### config.mk
export PLATFORM = sky130hd
export DESIGN_NAME = cache_refill_ctrl_flat
export DESIGN_NICKNAME = d
export VERILOG_FILES = /design/src/rtl/cache_refill_ctrl_if.sv /design/src/rtl/cache_refill_ctrl.sv /design/src/flat_wrapper.sv
export SDC_FILE = /design/constraint.sdc
export NUM_CORES = 1
export LEC_CHECK = 0
export CAP_MARGIN = 40
export CORE_UTILIZATION = 30
export DETAILED_ROUTE_END_ITERATION = 8
export HOLD_SLACK_MARGIN = 0.08
export MAX_ROUTING_LAYER = met4
export PLACE_DENSITY = 0.59
export SLEW_MARGIN = 0
export SYNTH_ARGS = -nofsm -noshare
export SYNTH_HDL_FRONTEND = slang
export SYNTH_SLANG_ARGS = --single-unit
### constraint.sdc
create_clock -name clk -period 5.14 [get_ports clk]
set_input_delay 0.514 -clock clk [delete_from_list [all_inputs] [get_ports clk]]
set_output_delay 0.514 -clock clk [all_outputs]
set_load 0.01 [all_outputs]
### src/rtl/cache_refill_ctrl_if.sv
// rtl/cache_refill_ctrl_if.sv - miss, RAM and fill signal bundle for the refill controller
interface cache_refill_ctrl_if #(
    parameter int ADDRESS_WIDTH = 16,
    parameter int DATA_WIDTH    = 32,
    parameter int INDEX_WIDTH   = 4,
    parameter int LINE_WIDTH    = 137
);
    logic                     miss_valid;
    logic [ADDRESS_WIDTH-1:0] miss_addr;
    logic                     miss_ready;
    logic                     stall;
    logic                     mem_req;
    logic [ADDRESS_WIDTH-1:0] mem_addr;
    logic                     mem_rvalid;
    logic [DATA_WIDTH-1:0]    mem_rdata;
    logic                     crit_valid;
    logic [DATA_WIDTH-1:0]    crit_data;
    logic                     fill_valid;
    logic [INDEX_WIDTH-1:0]   fill_index;
    logic [LINE_WIDTH-1:0]    fill_line;

    // Cache/RAM side: raises misses and answers reads
    modport master (
        output miss_valid, miss_addr, mem_rvalid, mem_rdata,
        input  miss_ready, stall, mem_req, mem_addr,
               crit_valid, crit_data, fill_valid, fill_index, fill_line
    );

    // Refill controller side
    modport slave (
        input  miss_valid, miss_addr, mem_rvalid, mem_rdata,
        output miss_ready, stall, mem_req, mem_addr,
               crit_valid, crit_data, fill_valid, fill_index, fill_line
    );
endinterface

### src/rtl/cache_refill_ctrl.sv
// rtl/cache_refill_ctrl.sv - critical-word-first cache line refill controller
module cache_refill_ctrl #(
    parameter int ADDRESS_WIDTH = 16,
    parameter int DATA_WIDTH    = 32,
    parameter int TAG_WIDTH     = 8,
    parameter int INDEX_WIDTH   = 4,
    parameter int LINE_WIDTH    = 1 + TAG_WIDTH + 4 * DATA_WIDTH
) (
    input logic                clk,
    input logic                rst_n,
    cache_refill_ctrl_if.slave bus
);
    typedef enum logic [1:0] {IDLE, FETCH, FILL} state_t;

    state_t                 state;
    logic [TAG_WIDTH-1:0]   tag_q;
    logic [INDEX_WIDTH-1:0] index_q;
    logic [1:0]             start_q;
    logic [1:0]             beat_q;
    logic [DATA_WIDTH-1:0]  words_q [4];
    logic [DATA_WIDTH-1:0]  words_next [4];
    logic [1:0]             slot;
    logic                   beat_take;
    logic [LINE_WIDTH-1:0]  line_next;

    // Fetch order wraps naturally in two bits: start+beat mod 4
    assign slot      = start_q + beat_q;
    assign beat_take = (state == FETCH) && bus.mem_rvalid;

    // Handshake outputs decode the state directly so accept costs no extra cycle
    assign bus.miss_ready = (state == IDLE);
    assign bus.stall      = (state != IDLE);

    // Word storage including the beat arriving this cycle, so the last beat
    // can be folded into the fill line on the same edge it is sampled
    always_comb begin
        for (int i = 0; i < 4; i++) begin
            words_next[i] = words_q[i];
        end
        if (beat_take) begin
            words_next[slot] = bus.mem_rdata;
        end
        line_next = {1'b1, tag_q, words_next[3], words_next[2], words_next[1], words_next[0]};
    end

    // Refill FSM with registered RAM, critical-word and fill outputs
    always_ff @(posedge clk or negedge rst_n) begin
        if (!rst_n) begin
            state          <= IDLE;
            tag_q          <= '0;
            index_q        <= '0;
            start_q        <= '0;
            beat_q         <= '0;
            for (int i = 0; i < 4; i++) begin
                words_q[i] <= '0;
            end
            bus.mem_req    <= 1'b0;
            bus.mem_addr   <= '0;
            bus.crit_valid <= 1'b0;
            bus.crit_data  <= '0;
            bus.fill_valid <= 1'b0;
            bus.fill_index <= '0;
            bus.fill_line  <= '0;
        end else begin
            bus.crit_valid <= 1'b0;
            bus.fill_valid <= 1'b0;
            case (state)
                IDLE: begin
                    if (bus.miss_valid) begin
                        tag_q        <= bus.miss_addr[ADDRESS_WIDTH-1 -: TAG_WIDTH];
                        index_q      <= bus.miss_addr[INDEX_WIDTH+3:4];
                        start_q      <= bus.miss_addr[3:2];
                        beat_q       <= 2'd0;
                        bus.mem_req  <= 1'b1;
                        bus.mem_addr <= {bus.miss_addr[ADDRESS_WIDTH-1:2], 2'b00};
                        state        <= FETCH;
                    end
                end
                FETCH: begin
                    if (bus.mem_rvalid) begin
                        for (int i = 0; i < 4; i++) begin
                            words_q[i] <= words_next[i];
                        end
                        beat_q <= beat_q + 2'd1;
                        if (beat_q == 2'd0) begin
                            bus.crit_data  <= bus.mem_rdata;
                            bus.crit_valid <= 1'b1;
                        end
                        if (beat_q == 2'd3) begin
                            bus.mem_req    <= 1'b0;
                            bus.fill_valid <= 1'b1;
                            bus.fill_index <= index_q;
                            bus.fill_line  <= line_next;
                            state          <= FILL;
                        end else begin
                            bus.mem_addr <= {tag_q, index_q, slot + 2'd1, 2'b00};
                        end
                    end
                end
                FILL: begin
                    state <= IDLE;
                end
                default: begin
                    state <= IDLE;
                end
            endcase
        end
    end
endmodule

### src/flat_wrapper.sv
// flat-port wrapper written by rule: the top's interface ports become plain ports
module cache_refill_ctrl_flat 
#(
    parameter int ADDRESS_WIDTH = 16,
    parameter int DATA_WIDTH    = 32,
    parameter int TAG_WIDTH     = 8,
    parameter int INDEX_WIDTH   = 4,
    parameter int LINE_WIDTH    = 1 + TAG_WIDTH + 4 * DATA_WIDTH
)
  (clk, rst_n, bus_miss_valid, bus_miss_addr, bus_mem_rvalid, bus_mem_rdata, bus_miss_ready, bus_stall, bus_mem_req, bus_mem_addr, bus_crit_valid, bus_crit_data, bus_fill_valid, bus_fill_index, bus_fill_line);
  cache_refill_ctrl_if #(.ADDRESS_WIDTH(ADDRESS_WIDTH), .DATA_WIDTH(DATA_WIDTH), .INDEX_WIDTH(INDEX_WIDTH), .LINE_WIDTH(LINE_WIDTH)) bus_i ();
  input logic clk;
  input logic rst_n;
  input wire logic [$bits(bus_i.miss_valid)-1:0] bus_miss_valid;
  input wire logic [$bits(bus_i.miss_addr)-1:0] bus_miss_addr;
  input wire logic [$bits(bus_i.mem_rvalid)-1:0] bus_mem_rvalid;
  input wire logic [$bits(bus_i.mem_rdata)-1:0] bus_mem_rdata;
  output wire logic [$bits(bus_i.miss_ready)-1:0] bus_miss_ready;
  output wire logic [$bits(bus_i.stall)-1:0] bus_stall;
  output wire logic [$bits(bus_i.mem_req)-1:0] bus_mem_req;
  output wire logic [$bits(bus_i.mem_addr)-1:0] bus_mem_addr;
  output wire logic [$bits(bus_i.crit_valid)-1:0] bus_crit_valid;
  output wire logic [$bits(bus_i.crit_data)-1:0] bus_crit_data;
  output wire logic [$bits(bus_i.fill_valid)-1:0] bus_fill_valid;
  output wire logic [$bits(bus_i.fill_index)-1:0] bus_fill_index;
  output wire logic [$bits(bus_i.fill_line)-1:0] bus_fill_line;
  assign bus_i.miss_valid = bus_miss_valid;
  assign bus_i.miss_addr = bus_miss_addr;
  assign bus_i.mem_rvalid = bus_mem_rvalid;
  assign bus_i.mem_rdata = bus_mem_rdata;
  assign bus_miss_ready = bus_i.miss_ready;
  assign bus_stall = bus_i.stall;
  assign bus_mem_req = bus_i.mem_req;
  assign bus_mem_addr = bus_i.mem_addr;
  assign bus_crit_valid = bus_i.crit_valid;
  assign bus_crit_data = bus_i.crit_data;
  assign bus_fill_valid = bus_i.fill_valid;
  assign bus_fill_index = bus_i.fill_index;
  assign bus_fill_line = bus_i.fill_line;
  cache_refill_ctrl #(.ADDRESS_WIDTH(ADDRESS_WIDTH), .DATA_WIDTH(DATA_WIDTH), .TAG_WIDTH(TAG_WIDTH), .INDEX_WIDTH(INDEX_WIDTH), .LINE_WIDTH(LINE_WIDTH)) u_core (.clk(clk), .rst_n(rst_n), .bus(bus_i));
endmodule
# Word level (Yosys, flattened, before mapping)
# Index checks and enable logic that the tools add are counted.
totals:
  out_inout_bits: 194
  register_bits: 338
  in_bits: 52
  wordCells: 67
classes:
  order_cmp: 2
  n_mux: 25
  eq_ne: 6
  reduce_logical: 14
  bitwise: 1
  add_sub_neg: 3
op_table:
  columns: ["operator", "count"]
  rows:
  - ["$bwmux 128", 1]
  - ["$mux 128", 1]
  - ["$demux 32 s2", 1]
  - ["$mux 16", 3]
  - ["$mux 32", 1]
  - ["$pmux 16 s2", 1]
  - ["$reduce_and 3->1", 4]
  - ["$mux 2", 5]
  - ["$mux 1", 9]
  - ["$ne 2x2->1 const B", 4]
  - ["$pmux 2 s2", 2]
  - ["$reduce_and 4->1", 2]
  - ["$add 2x1->2 const B", 2]
  - ["$logic_not 2->1", 2]
  - ["$reduce_and 2->1", 2]
  - ["$reduce_bool 2->1", 2]
  - ["$ge 3x3->1 const B", 1]
  - ["$lt 3x1->1 const B", 1]
  - ["$not 2->3", 1]
  - ["$add 2x2->2", 1]
  - ["$eq 2x1->1 const B", 1]
  - ["$eq 2x2->1 const B", 1]
  - ["$logic_and 1x1->1", 2]
  - ["$pmux 1 s2", 1]

# Depth between registers and ports, before layout
logic_depth:
  ltp_word: 8
  ltp_mapped: 10
  depth_no_buf: 5

# Worst setup path after synthesis
# Ideal clock, no wire load.
synth_timing:
  path_kind: "register to register"
  start: "register u_core.beat_q[0]"
  end: "register u_core.bus.fill_line[100] (netlist name)"
  arrival_time_ps: 1993
  stages_incl_launch_ff: 7
  slack_ps: 3023
  synth_period_minus_slack_ps: 2117
  path_cell_list: "dfrtp_1 > ha_1 > xnor3_2 > nor3b_2 > buf_4 > mux2_2 > mux2_2"
synth_via:
  elab_chain_len: 8
synth_lines:
  columns: ["item", "line", "text"]
  rows:
  - ["from (decl)", "cache_refill_ctrl.sv:19", "logic [1:0] beat_q;"]
  - ["from (signal assigned)", "cache_refill_ctrl.sv:84", "beat_q <= beat_q + 2'd1;"]
  - ["$add 2x2->2", "cache_refill_ctrl.sv:27", "assign slot = start_q + beat_q;"]
  - ["$not 2->3 (not written as such)", "cache_refill_ctrl.sv:41", "words_next[slot] = bus.mem_rdata;"]
  - ["$ge 3x3->1 (not written as such) or $lt 3x1->1 (tied branches)", "cache_refill_ctrl.sv:41", null]
  - ["$logic_and 1x1->1 (not written as such)", "cache_refill_ctrl.sv:41", null]
  - ["$mux 32 (not written as such)", "cache_refill_ctrl.sv:41", null]
  - ["$demux 32 s2", "cache_refill_ctrl.sv:41", null]
  - ["$bwmux 128", "cache_refill_ctrl.sv:41", null]
  - ["$mux 128", "cache_refill_ctrl.sv:40", "if (beat_take) begin"]
  - ["to (signal assigned)", "cache_refill_ctrl.sv:93", "bus.fill_line <= line_next;"]
  - ["to (decl)", "cache_refill_ctrl_if.sv:33", "crit_valid, crit_data, fill_valid, fill_index, fill_line"]
# Parallel ways exist; a longest one is shown, timed or not.
# A chain may end at the register's enable or synchronous reset.

# Worst setup path after layout
layout_timing:
  start: "input bus_mem_rvalid"
  end: "register u_core.bus.fill_line[4] (netlist name)"
layout_via:
  elab_chain_len: 2
layout_lines:
  columns: ["item", "line", "text"]
  rows:
  - ["from (decl)", "flat_wrapper.sv:16", "input wire logic [$bits(bus_i.mem_rvalid)-1:0] bus_mem_rvalid;"]
  - ["$logic_and 1x1->1", "cache_refill_ctrl.sv:28", "assign beat_take = (state == FETCH) && bus.mem_rvalid;"]
  - ["$mux 128", "cache_refill_ctrl.sv:40", null]
# Parallel ways exist; a longest one is shown, timed or not.

==> results.tsv <==
stage	metric	value	unit
place	Port Buffers	241	
final_layout	commonest non-fill, non-tap cells in the layout	dfrtp_1 (336), clkdlybuf4s50_1 (240), mux2_2 (235)	
timing	sum of negative setup slack	0	ns
timing	Worst-Margin Slew	0.918	ns
die	DIE WIDTH	210	µm
final_layout	Filler cells	3952	
final_layout	share of cells above drive strength 1	0.359	
logic_synthesis	syn avg cell area	16.3	µm²
timing	hold slack final	0.0620	ns
critical_path	CP bufs+invs	3	
grt	first-pass GRT wire length	45900	µm
final_layout	commonest non-fill, non-tap cell in the layout	dfrtp_1	
cts	Max Buffers Root-to-Sink	3	
detailed_routing	initial DRC count	283	
final_layout	register area	8410	µm²
logic_synthesis	post-synthesis compound-gate area fraction	0.00846	
die	core area	42400	µm²
logic_synthesis	post-synthesis register bit count	336	
grt	initial antenna violation count	0	
detailed_routing	Avg WL per Cell	17.5	µm
die	Ports	246	
place	gpl congestion	0.694	
logic_synthesis	Async S/R FF share, synth	1.00	
final_layout	final design area excluding fillers	17400	µm²
critical_path	Crit. End Element	flip-flop	
detailed_routing	DR vias/cell	4.35	
timing	Achievable Freq	0.352	GHz
timing	Worst Skew	0.0170	ns
critical_path	CP max FO	51	
logic_synthesis	post-synthesis sequential area ratio	0.646	
power	VDD IR max	0.341	mV
logic_synthesis	largest family of logic cells by synthesized area	multiplexers	
final_layout	area grow syn2layout	33.6	%
critical_path	CP required	5.57	ns
final_layout	area of the multi-input gates	4310	µm²
timing	final hold vios	0	
detailed_routing	Post-Route WL	29000	µm
power	P per Cell Area	681	nW/µm²
timing	RSZ-0062 raised after global routing	no	
logic_synthesis	area leader, netlist	dfrtp_1	
die	die area	44200	µm²
grt	largest net degree at the start of global routing	118	
logic_synthesis	mux contribution to synthesized area	0.290	
hold_path	Hold Path Class	input pin to asynchronous set/reset pin	
logic_synthesis	post-synth top area share	0.646	
critical_path	Setup crit start kind	input pin	
cts	Clock transition at path regs	0.06	ns
logic_synthesis	Post-Syn Area	13000	µm²
die	die height	210	µm
timing	fraction of the cycle the final worst path needs	0.552	
die	effective utilization at floorplan	0.307	
logic_synthesis	Post-synth EDFFs	0	
timing	fin crit period	2.84	ns
run	MaxCap Viol Count	0	
detailed_routing	DR DRC count	0	
die	Core Rows	75	
critical_path	slowest CP cell	clkdlybuf4s50_1	
logic_synthesis	Adder-Cell Fraction of Synth Area	0.00288	
cts	clock sink count	336	
final_layout	Core Util, Final	0.410	
logic_synthesis	top_reg_cell synth	dfrtp_1	
critical_path	Critical Path AT	3.26	ns
timing	final setup vio count	0	
run_status	outcome	completed	
cts	CTS resizes	0	
power	Leak Pwr	7.63	nW
detailed_routing	Detail Route Antenna Nets	0	
logic_synthesis	Synth Area in XOR/XNOR	0.00250	
critical_path	kind of critical path	input pin to flip-flop	
detailed_routing	Pre-antenna DRT Iters	4	
grt	GRT Util Overall	0.139	
critical_path	Crit path max-delay family	buffers and inverters	
logic_synthesis	Synth area leaders	dfrtp_1 (65%), mux2_2 (20%), mux2_4 (7.7%)	
final_layout	nets	1107	
cts	Num CTS Buffers	38	
grt	vias in the first global route	7715	
cts	Setup Fix Bufs, Post-CTS	0	
final_layout	antenna diode count	0	
timing	Slew Viols, Final	0	
logic_synthesis	Distinct cells, synth	32	
critical_path	Slowest Stage Delay on Critical Path	0.58	ns
detailed_routing	via count	7210	
cts	CTS root buf	clkbuf_16	
place	Final HPWL DP	18400	µm
cts	cts hold-fix bufs	0	
place	placed instance area	16100	µm²
cts	CTS tree	done	
timing	Slew headroom	0.388	
cts	number of H-tree levels	2	
logic_synthesis	YS warnings	0	
logic_synthesis	Synth Area in Simple Gates	0.0247	
cts	clk_lat worst skew	0.54	ns
logic_synthesis	Cells after Synth	799	
grt	Remaining Overflow, GRT	0	
critical_path	crit-path cells	clkdlybuf4s50_1 -> and3b_1 -> nand2_1 -> inv_6 -> buf_12 -> mux2_2	
==> worst paths after layout <==
path	start	to	slack (ns)	cells after the start
setup reg to reg	u_core.state[1]$_DFFE_PN0P_	u_core.bus.fill_line[4]$_DFFE_PN0P_	2.36	5
hold reg to reg	u_core.bus.fill_line[136]$_DFFE_PN0P_	u_core.bus.fill_line[136]$_DFFE_PN0P_	0.48	1
setup / recovery	bus_mem_rvalid	u_core.bus.fill_line[4]$_DFFE_PN0P_	2.30	6
max in group asynchronous	rst_n	u_core.bus.fill_line[34]$_DFFE_PN0P_	3.84	2
min in group clk	u_core.bus.fill_line[136]$_DFFE_PN0P_	u_core.bus.fill_line[136]$_DFFE_PN0P_	0.48	1
hold / removal	rst_n	u_core.bus.fill_line[131]$_DFFE_PN0P_	0.06	1
==> power by group <==
part           switching [mW]  internal (mW)
clock network            1.07           1.65
registers               0.540           3.93
logic                    1.83           2.83
==> sequential cells by signal, indices dropped and copies added (netlist names) <==
signal and cells:
u_core.bus.mem_req 1, u_core.bus.fill_line 137, u_core.beat_q 2, u_core.start_q 2, u_core.bus.crit_valid 1, u_core.words_q 128, u_core.bus.fill_index 4, u_core.tag_q 8
u_core.state 2, u_core.bus.fill_valid 1, u_core.bus.crit_data 32, u_core.index_q 4, u_core.bus.mem_addr 14
==> kinds of logic (layout without fill, tap and decap cells) <==
kind of cell	count (synthesis)	after routing
fa+ha+maj	3	3
xor+xnor	2	2
flops	336	336
compound gates	21	21
other cells	1	2
buf+inv	52	333
simple gates	69	69
mux	315	315
==> stage by stage <==
step                      power (mW)  setup WS (ns)  instances
after floorplan                 7.08           3.02        800
after global placement          9.09           1.71       1585
after detailed placement        9.27           1.65       1589
after CTS                       12.1           2.24       1658
after global routing            12.6           2.08       1658
final                           11.8           2.30       1658
==> synth_stat cells (2+ instances only) <==
library cell	count
clkbuf_1	7
mux2_2	235
nand3_1	2
mux2_4	67
ha_1	3
buf_4	6
buf_2	17
nand2_1	54
dfrtp_1	336
nand2b_1	2
a21oi_1	3
o21ai_0	16
buf_12	3
buf_1	4
nor2_1	3
inv_1	8
nor3b_2	2
buf_6	5
mux2i_1	13
==> routing by layer <==
layer / part of all wire / global-route usage / vias to the layer above
met4: 0.020 / 0.0471 / 0
met1: 0.45 / 0.178 / 3714
li1: - / - / 3287
met5: 0 / - / -
met3: 0.061 / 0.0390 / 41
met2: 0.46 / 0.211 / 168
==> cell type report <==
cell class	count	share of cell area
Clock inverter	8	0.00410
Inverter	9	0.00223
Tap cell	577	0.0415
Timing Repair Buffer	255	0.152
Sequential cell	336	0.483
Multi-Input combinational cell	412	0.248
Clock buffer	61	0.0689
==> worst reg2reg max path, delay by kind of cell (launching register included) <==
kind | cells | cell delay [ns]
flip-flops | 1 | 0.45
multiplexers | 1 | 0.45
AND/OR/NAND/NOR | 2 | 0.87
buffers and inverters | 2 | 0.91
(Power assumes the default switching activity.)
